File: config.mk
export PLATFORM = sky130hd
export DESIGN_NAME = fm_op_sched_flat
export DESIGN_NICKNAME = d
export VERILOG_FILES = /design/src/rtl/fm_op_sched_if.sv /design/src/rtl/fm_op_sched.sv /design/src/flat_wrapper.sv
export SDC_FILE = /design/constraint.sdc
export NUM_CORES = 1
export LEC_CHECK = 0
export BUFFER_PORTS_ARGS = -buffer_cell sky130_fd_sc_hd__buf_2
export CORE_UTILIZATION = 43
export DETAILED_ROUTE_END_ITERATION = 7
export HOLD_SLACK_MARGIN = 0.03
export PLACE_DENSITY = 0.76
export SYNTH_ARGS = -nofsm -noshare
export SYNTH_HDL_FRONTEND = slang
export SYNTH_SLANG_ARGS = --single-unit
File: constraint.sdc
create_clock -name i_clk -period 1.4 [get_ports i_clk]
set_clock_uncertainty 0.1 [all_clocks]
set_input_delay 0.28 -clock i_clk [delete_from_list [all_inputs] [get_ports i_clk]]
set_output_delay 0.28 -clock i_clk [all_outputs]
set_load 0.05 [all_outputs]
File: src/rtl/fm_op_sched_if.sv
// ---------------------------------------------------------------------------
// fm_op_sched_if
// Bundles the FM operator sequencer's signals. The sequencer uses the master
// modport. The register RAMs and the EG/phase/operator datapath use the slave
// modport.
//   tick, overrun_clr       : sample strobe and overrun clear (into sequencer)
//   op_addr / op_rdata      : operator RAM read port (1-cycle read latency)
//   ch_addr / ch_rdata      : channel RAM read port (1-cycle read latency)
//   op_sel, next            : current slot and its commit strobe
//   ar, dr, sl, rr, ksr, egt: latched operator fields
//   fnum, block, kon        : latched channel fields
//   busy, sample_done       : sweep in progress / sweep finished pulse
//   overrun                 : sticky flag, set by a tick that arrives while busy
// ---------------------------------------------------------------------------
interface fm_op_sched_if;
   logic        tick;
   logic        overrun_clr;
   logic [5:0]  op_addr;
   logic [17:0] op_rdata;
   logic [4:0]  ch_addr;
   logic [13:0] ch_rdata;
   logic [5:0]  op_sel;
   logic        next;
   logic [3:0]  ar;
   logic [3:0]  dr;
   logic [3:0]  sl;
   logic [3:0]  rr;
   logic        ksr;
   logic        egt;
   logic [9:0]  fnum;
   logic [2:0]  block;
   logic        kon;
   logic        busy;
   logic        sample_done;
   logic        overrun;

   modport master (
      input  tick, overrun_clr, op_rdata, ch_rdata,
      output op_addr, ch_addr, op_sel, next,
             ar, dr, sl, rr, ksr, egt, fnum, block, kon,
             busy, sample_done, overrun
   );

   modport slave (
      output tick, overrun_clr, op_rdata, ch_rdata,
      input  op_addr, ch_addr, op_sel, next,
             ar, dr, sl, rr, ksr, egt, fnum, block, kon,
             busy, sample_done, overrun
   );
endinterface

File: src/rtl/fm_op_sched.sv
// ---------------------------------------------------------------------------
// fm_op_sched
// Time-division sequencer for the FM operator datapath. Each sample tick starts
// a sweep over slots 0..NUM_OPS-1. Every slot spends four cycles in the
// sweep:
//   ADDR  - the RAM addresses for the slot are presented
//   LATCH - the RAMs answer, and the words are captured at the end of this cycle
//   EVAL  - the decoded fields are stable and the datapath computes
//   WB    - next pulses to commit the slot
// Ports:
//   i_clk   : system clock
//   i_reset : asynchronous active-high reset
//   bus     : fm_op_sched_if.master (RAM read ports, decoded fields, status)
// ---------------------------------------------------------------------------
module fm_op_sched #(
   parameter int NUM_OPS = 36
) (
   input  logic          i_clk,
   input  logic          i_reset,
   fm_op_sched_if.master bus
);

   localparam logic [2:0] S_IDLE  = 3'd0;
   localparam logic [2:0] S_ADDR  = 3'd1;
   localparam logic [2:0] S_LATCH = 3'd2;
   localparam logic [2:0] S_EVAL  = 3'd3;
   localparam logic [2:0] S_WB    = 3'd4;

   localparam logic [5:0] LAST_OP = 6'(NUM_OPS - 1);

   logic [2:0] r_state;
   logic [5:0] r_op_sel;
   logic       r_next;
   logic       r_busy;
   logic       r_done;
   logic       r_ovr;
   logic [3:0] r_ar;
   logic [3:0] r_dr;
   logic [3:0] r_sl;
   logic [3:0] r_rr;
   logic       r_ksr;
   logic       r_egt;
   logic [9:0] r_fnum;
   logic [2:0] r_block;
   logic       r_kon;

   always_ff @(posedge i_clk or posedge i_reset) begin
      if (i_reset) begin
         r_state  <= S_IDLE;
         r_op_sel <= '0;
         r_next   <= 1'b0;
         r_busy   <= 1'b0;
         r_done   <= 1'b0;
         r_ovr    <= 1'b0;
         r_ar     <= '0;
         r_dr     <= '0;
         r_sl     <= '0;
         r_rr     <= '0;
         r_ksr    <= 1'b0;
         r_egt    <= 1'b0;
         r_fnum   <= '0;
         r_block  <= '0;
         r_kon    <= 1'b0;
      end else begin
         r_next <= 1'b0;
         r_done <= 1'b0;

         // A tick arriving while busy sets the flag. Setting takes priority over clearing.
         if (bus.tick && r_busy)
            r_ovr <= 1'b1;
         else if (bus.overrun_clr)
            r_ovr <= 1'b0;

         case (r_state)
            S_IDLE: begin
               if (bus.tick) begin
                  r_state  <= S_ADDR;
                  r_op_sel <= '0;
                  r_busy   <= 1'b1;
               end
            end
            // ---- address stage: RAM read in flight ----
            S_ADDR: r_state <= S_LATCH;
            // ---- latch stage: RAM words valid, capture the decoded fields ----
            S_LATCH: begin
               r_state <= S_EVAL;
               r_rr    <= bus.op_rdata[3:0];
               r_sl    <= bus.op_rdata[7:4];
               r_dr    <= bus.op_rdata[11:8];
               r_ar    <= bus.op_rdata[15:12];
               r_ksr   <= bus.op_rdata[16];
               r_egt   <= bus.op_rdata[17];
               r_fnum  <= bus.ch_rdata[9:0];
               r_block <= bus.ch_rdata[12:10];
               r_kon   <= bus.ch_rdata[13];
            end
            // ---- eval stage: datapath computes, commit strobe armed ----
            S_EVAL: begin
               r_state <= S_WB;
               r_next  <= 1'b1;
            end
            // ---- writeback stage: advance to the next slot or finish the sweep ----
            S_WB: begin
               if (r_op_sel == LAST_OP) begin
                  r_state <= S_IDLE;
                  r_busy  <= 1'b0;
                  r_done  <= 1'b1;
               end else begin
                  r_op_sel <= r_op_sel + 6'd1;
                  r_state  <= S_ADDR;
               end
            end
            default: r_state <= S_IDLE;
         endcase
      end
   end

   // Both RAM addresses come straight from the slot register, so they always
   // agree with op_sel. An operator pair shares a channel.
   assign bus.op_addr     = r_op_sel;
   assign bus.ch_addr     = r_op_sel[5:1];
   assign bus.op_sel      = r_op_sel;
   assign bus.next        = r_next;
   assign bus.busy        = r_busy;
   assign bus.sample_done = r_done;
   assign bus.overrun     = r_ovr;
   assign bus.ar          = r_ar;
   assign bus.dr          = r_dr;
   assign bus.sl          = r_sl;
   assign bus.rr          = r_rr;
   assign bus.ksr         = r_ksr;
   assign bus.egt         = r_egt;
   assign bus.fnum        = r_fnum;
   assign bus.block       = r_block;
   assign bus.kon         = r_kon;

endmodule

File: src/flat_wrapper.sv
// flat-port wrapper written by rule: the top's interface ports become plain ports
module fm_op_sched_flat 
#(
   parameter int NUM_OPS = 36
)
  (i_clk, i_reset, bus_tick, bus_overrun_clr, bus_op_rdata, bus_ch_rdata, bus_op_addr, bus_ch_addr, bus_op_sel, bus_next, bus_ar, bus_dr, bus_sl, bus_rr, bus_ksr, bus_egt, bus_fnum, bus_block, bus_kon, bus_busy, bus_sample_done, bus_overrun);
  fm_op_sched_if bus_i ();
  input  logic i_clk;
  input  logic i_reset;
  input wire logic [$bits(bus_i.tick)-1:0] bus_tick;
  input wire logic [$bits(bus_i.overrun_clr)-1:0] bus_overrun_clr;
  input wire logic [$bits(bus_i.op_rdata)-1:0] bus_op_rdata;
  input wire logic [$bits(bus_i.ch_rdata)-1:0] bus_ch_rdata;
  output wire logic [$bits(bus_i.op_addr)-1:0] bus_op_addr;
  output wire logic [$bits(bus_i.ch_addr)-1:0] bus_ch_addr;
  output wire logic [$bits(bus_i.op_sel)-1:0] bus_op_sel;
  output wire logic [$bits(bus_i.next)-1:0] bus_next;
  output wire logic [$bits(bus_i.ar)-1:0] bus_ar;
  output wire logic [$bits(bus_i.dr)-1:0] bus_dr;
  output wire logic [$bits(bus_i.sl)-1:0] bus_sl;
  output wire logic [$bits(bus_i.rr)-1:0] bus_rr;
  output wire logic [$bits(bus_i.ksr)-1:0] bus_ksr;
  output wire logic [$bits(bus_i.egt)-1:0] bus_egt;
  output wire logic [$bits(bus_i.fnum)-1:0] bus_fnum;
  output wire logic [$bits(bus_i.block)-1:0] bus_block;
  output wire logic [$bits(bus_i.kon)-1:0] bus_kon;
  output wire logic [$bits(bus_i.busy)-1:0] bus_busy;
  output wire logic [$bits(bus_i.sample_done)-1:0] bus_sample_done;
  output wire logic [$bits(bus_i.overrun)-1:0] bus_overrun;
  assign bus_i.tick = bus_tick;
  assign bus_i.overrun_clr = bus_overrun_clr;
  assign bus_i.op_rdata = bus_op_rdata;
  assign bus_i.ch_rdata = bus_ch_rdata;
  assign bus_op_addr = bus_i.op_addr;
  assign bus_ch_addr = bus_i.ch_addr;
  assign bus_op_sel = bus_i.op_sel;
  assign bus_next = bus_i.next;
  assign bus_ar = bus_i.ar;
  assign bus_dr = bus_i.dr;
  assign bus_sl = bus_i.sl;
  assign bus_rr = bus_i.rr;
  assign bus_ksr = bus_i.ksr;
  assign bus_egt = bus_i.egt;
  assign bus_fnum = bus_i.fnum;
  assign bus_block = bus_i.block;
  assign bus_kon = bus_i.kon;
  assign bus_busy = bus_i.busy;
  assign bus_sample_done = bus_i.sample_done;
  assign bus_overrun = bus_i.overrun;
  fm_op_sched #(.NUM_OPS(NUM_OPS)) u_core (.i_clk(i_clk), .i_reset(i_reset), .bus(bus_i));
endmodule
==> qor.txt <==
STATUS
--------------------------------------------------------------------------------------
Run status                                                                complete, but fails checks
Failing checks                                                            setup timing

LOGIC SYNTHESIS
--------------------------------------------------------------------------------------
Synthesized-area fraction occupied by xor and xnor cells                      0.004174
Post-synthesis share of cell area spent on and, or, nand and nor gates         0.08766
Multiplexer fraction of the synthesized cell area                               0.2361
Number of flops mapped to enable cells by yosys                                      0
Mean cell area of the mapped netlist                                         14.67 µm²
Flops & latches, synth                                                              45
Post-synth top flop                                                            dfrtp_1
Synth async-reset ratio                                                          1.000
Combinational family with the most area after synthesis                   multiplexers
Post-Syn Instances                                                                 143
Count of yosys warnings during synthesis                                             0
Cell variety after synth                                                            31
Share of synthesized area occupied by flip-flops and latches                    0.5367
Fraction of post-synthesis cell area in the top cell type by area               0.5367
Adder-cell share of the synthesized area                                      0.005963
Synthesized area                                                              2098 µm²
Synthesized net count                                                              180
Post-synthesis cell type with the largest combined area                        dfrtp_1
Most area-consuming cells after synthesis                                 dfrtp_1 54%, mux2_4 21%, buf_4 4.3%
Compound-gate portion of the synthesized area                                  0.05546

PLACEMENT
--------------------------------------------------------------------------------------
Placed Area                                                                   2666 µm²
Final estimated routing congestion in global placement                          0.8088
Post-detail-place hpwl                                                        2.994 mm
Count of buffers from port buffering                                                88
Minimum setup slack after placement                                          -83.67 ps

STA
--------------------------------------------------------------------------------------
Final setup fails                                                                   45
PnR worst setup slack                                                        -108.1 ps
Timing-limited maximum frequency                                            0.6631 GHz
Shortest clock period the worst path allows after layout                       1508 ps
Final critical-path share of the clock period                                    1.077
Setup Total Neg Slack                                                         -2439 ps
Number of pins exceeding their max-slew limit in the final report                    0
Hold Violations, Final                                                               0
Unrepaired setup endpoints after global routing                                   true
Worst-Margin Slew                                                             388.8 ps
Max-slew headroom                                                               0.7403

DRT
--------------------------------------------------------------------------------------
Count of antenna-violating nets left after detailed routing                          0
Met2 layer wire length in the routed design                                   2.212 mm
Number of vias in the routed layout                                               1517
Post-detailed-route wirelength per cell                                       14.65 µm
Max layer used                                                                    met4
Via/cell ratio                                                                   4.770
DRC violation count after routing                                                    0
DRT Wirelength                                                                4.658 mm
Met3 Routed Length                                                              287 µm
Metal1 wirelength                                                             2.110 mm
Number of detailed-route iterations in the first pass                                4
Detailed router's first-iteration violation count                                   31

SETUP PATH
--------------------------------------------------------------------------------------
Kind of end point of the critical path                                        register
Crit path launch type                                                         register
Crit path DAT                                                                  1580 ps
Worst setup path startpoint                                               u_core.r_state[0]
End of the worst register-to-register path                                u_core.bus.dr[2]
Worst-case register-to-register setup slack                                    -110 ps
Maximum fanout encountered on the critical timing path                               6
Slowest cell on crit path                                                      dfrtp_1
Critical path class                                                       register to register
Worst setup path endpoint                                                 u_core.bus.dr[2]
Length in cells of the worst reg-to-reg path                                         4
Cell-by-cell trace of the critical path                                   nor3b_4, buf_4, clkbuf_16, mux2_4
Worst Path Required                                                            1470 ps
Reg2reg start                                                             u_core.r_state[0]
Biggest cell delay along the critical path                                      430 ps

CTS
--------------------------------------------------------------------------------------
Bufs on Longest Clock Path                                                           2
Clock slew at the register clock pins of the worst setup and hold paths          70 ps
Clk sinks                                                                           45
Worst-skew pair later-pin latency                                               290 ps
Root buffer cell                                                              clkbuf_8
Maximum level of the CTS H-tree                                                      2
TritonCTS buffer count                                                               5
CTS tree                                                                           yes

FINISH
--------------------------------------------------------------------------------------
Sequential standard cell area                                                 1134 µm²
Non-Filler Cell Area, Final                                                   3115 µm²
# nets final                                                                       288
Top library cells by usage in the layout, fill and taps aside             70 x buf_2, 39 x dfrtp_1, 32 x mux2_4
Leading cell type in the layout, fill and taps excluded                          buf_2
Layout filler cell count                                                           336
Layout cells sized above 1                                                      0.7012
Layout Area Growth over Synthesis                                               48.48%
Multi-input logic area                                                       874.6 µm²
End-of-flow core utilization                                                    0.6596
Antenna diodes                                                                       0

GLOBAL ROUTE
--------------------------------------------------------------------------------------
Wire length of the first global-routing pass                                  6.927 mm
Total GRT Usage                                                                 0.1742
Initial antenna violation count                                                      0
Remaining global-route overflow                                                      0
Vias in the first global route                                                    1404
Pin count of the biggest net entering global routing                                23

PWR
--------------------------------------------------------------------------------------
Total Power Consumption                                                        8731 µW
Cell area power density                                                    2802 nW/µm²
Static leakage power                                                       0.001566 µW
Max IR drop VDD                                                               1.362 mV

FLOORPLANNING
--------------------------------------------------------------------------------------
Overall die area                                                              5163 µm²
Horizontal die dimension                                                      71.86 µm
Total core area                                                               4723 µm²
Initial Util                                                                    0.4442
Site row count                                                                      25
Number of top-level design ports                                                    89
Die outline height                                                            71.86 µm

WORST HOLD PATH
--------------------------------------------------------------------------------------
Hold WC Path Type                                                         input pin to register

RUN
--------------------------------------------------------------------------------------
Max-cap violations                                                                   0

[what timing repair did]
item                                   CTS  global route
pin swaps                                1             2
setup endpoints to repair               57            54
gates cloned                             1             2
endpoints found under the hold margin   13             0
hold buffers                             1             0
resized for setup                       49            12
buffers inserted                         6             4
[power breakdown]
part	internal, µW	total, µW	switching (µW)
registers	1900	2280	374
logic	2240	5530	3290
clock network	518	921	402
[sequential cells by signal, indices dropped and copies added (netlist names)]
name	cells
u_core.bus.ar	4
u_core.bus.block	3
u_core.bus.busy	1
u_core.bus.dr	4
u_core.bus.egt	1
u_core.bus.fnum	10
u_core.bus.kon	1
u_core.bus.ksr	1
u_core.bus.next	1
u_core.bus.op_addr	6
u_core.bus.overrun	1
u_core.bus.rr	4
u_core.bus.sample_done	1
u_core.bus.sl	4
u_core.r_state	3
[critical path: cells and delay by family (launching register included)]
| kind | cells | cell delay [ps] |
|---|---|---|
| buffers and inverters | 2 | 340 |
| flip-flops | 1 | 430 |
| multiplexers | 1 | 300 |
| AND/OR/NAND/NOR | 1 | 240 |
[final cells by class]
type | count | share of cell area
flip-flops and latches | 45 | 0.3639
repair buffers | 120 | 0.2916
multi-input cells | 77 | 0.2807
well taps | 67 | 0.02691
clock buffers | 5 | 0.02209
clock inverters | 2 | 0.01124
inverters | 2 | 0.003614
[per-layer routing]
layer	GRT usage	vias to the layer above
li1	-	720
met1	0.2323	724
met2	0.2799	67
met3	0.05063	6
met4	0.04575	0
met5	0	-
[per-stage QoR]
stage / hold slack [ps] / std cells
final: 58.14 / 318
after global routing: 44.44 / 318
after CTS: 49.12 / 313
after detailed placement: 190.4 / 298
after global placement: 206.9 / 298
after floorplan: 190.4 / 143
[kinds of logic after synthesis]
kind of cell    Yosys count
xor+xnor                  1
compound gates           15
mux                      34
fa+ha+maj                 1
simple gates             26
flops                    45
buf+inv                  21
[cell usage after synthesis (2+ instances only)]
master / n
buf_6: 4
nor2_1: 3
buf_4: 12
a22o_1: 2
and3b_1: 2
mux2_2: 4
nand2_1: 5
a21oi_1: 2
clkbuf_1: 2
nor3_1: 5
mux2_4: 30
inv_1: 2
and3_1: 3
a221o_1: 3
nor4b_1: 4
dfrtp_1: 45
[how the worst min path moves through the flow]
stage / slack (ps) / startpoint / endpoint / depth (start not counted)
after floorplan: 190 / i_reset / u_core.bus.ar[0] / 1
after detailed placement: 190 / i_reset / u_core.bus.sl[3] / 2
final: 60 / bus_overrun_clr / u_core.bus.overrun / 2
after global routing: 40 / bus_overrun_clr / u_core.bus.overrun / 2
after global placement: 210 / i_reset / u_core.bus.sl[3] / 2
after CTS: 50 / bus_overrun_clr / u_core.bus.overrun / 2
Note: power is estimated with default switching activity, not from simulation.
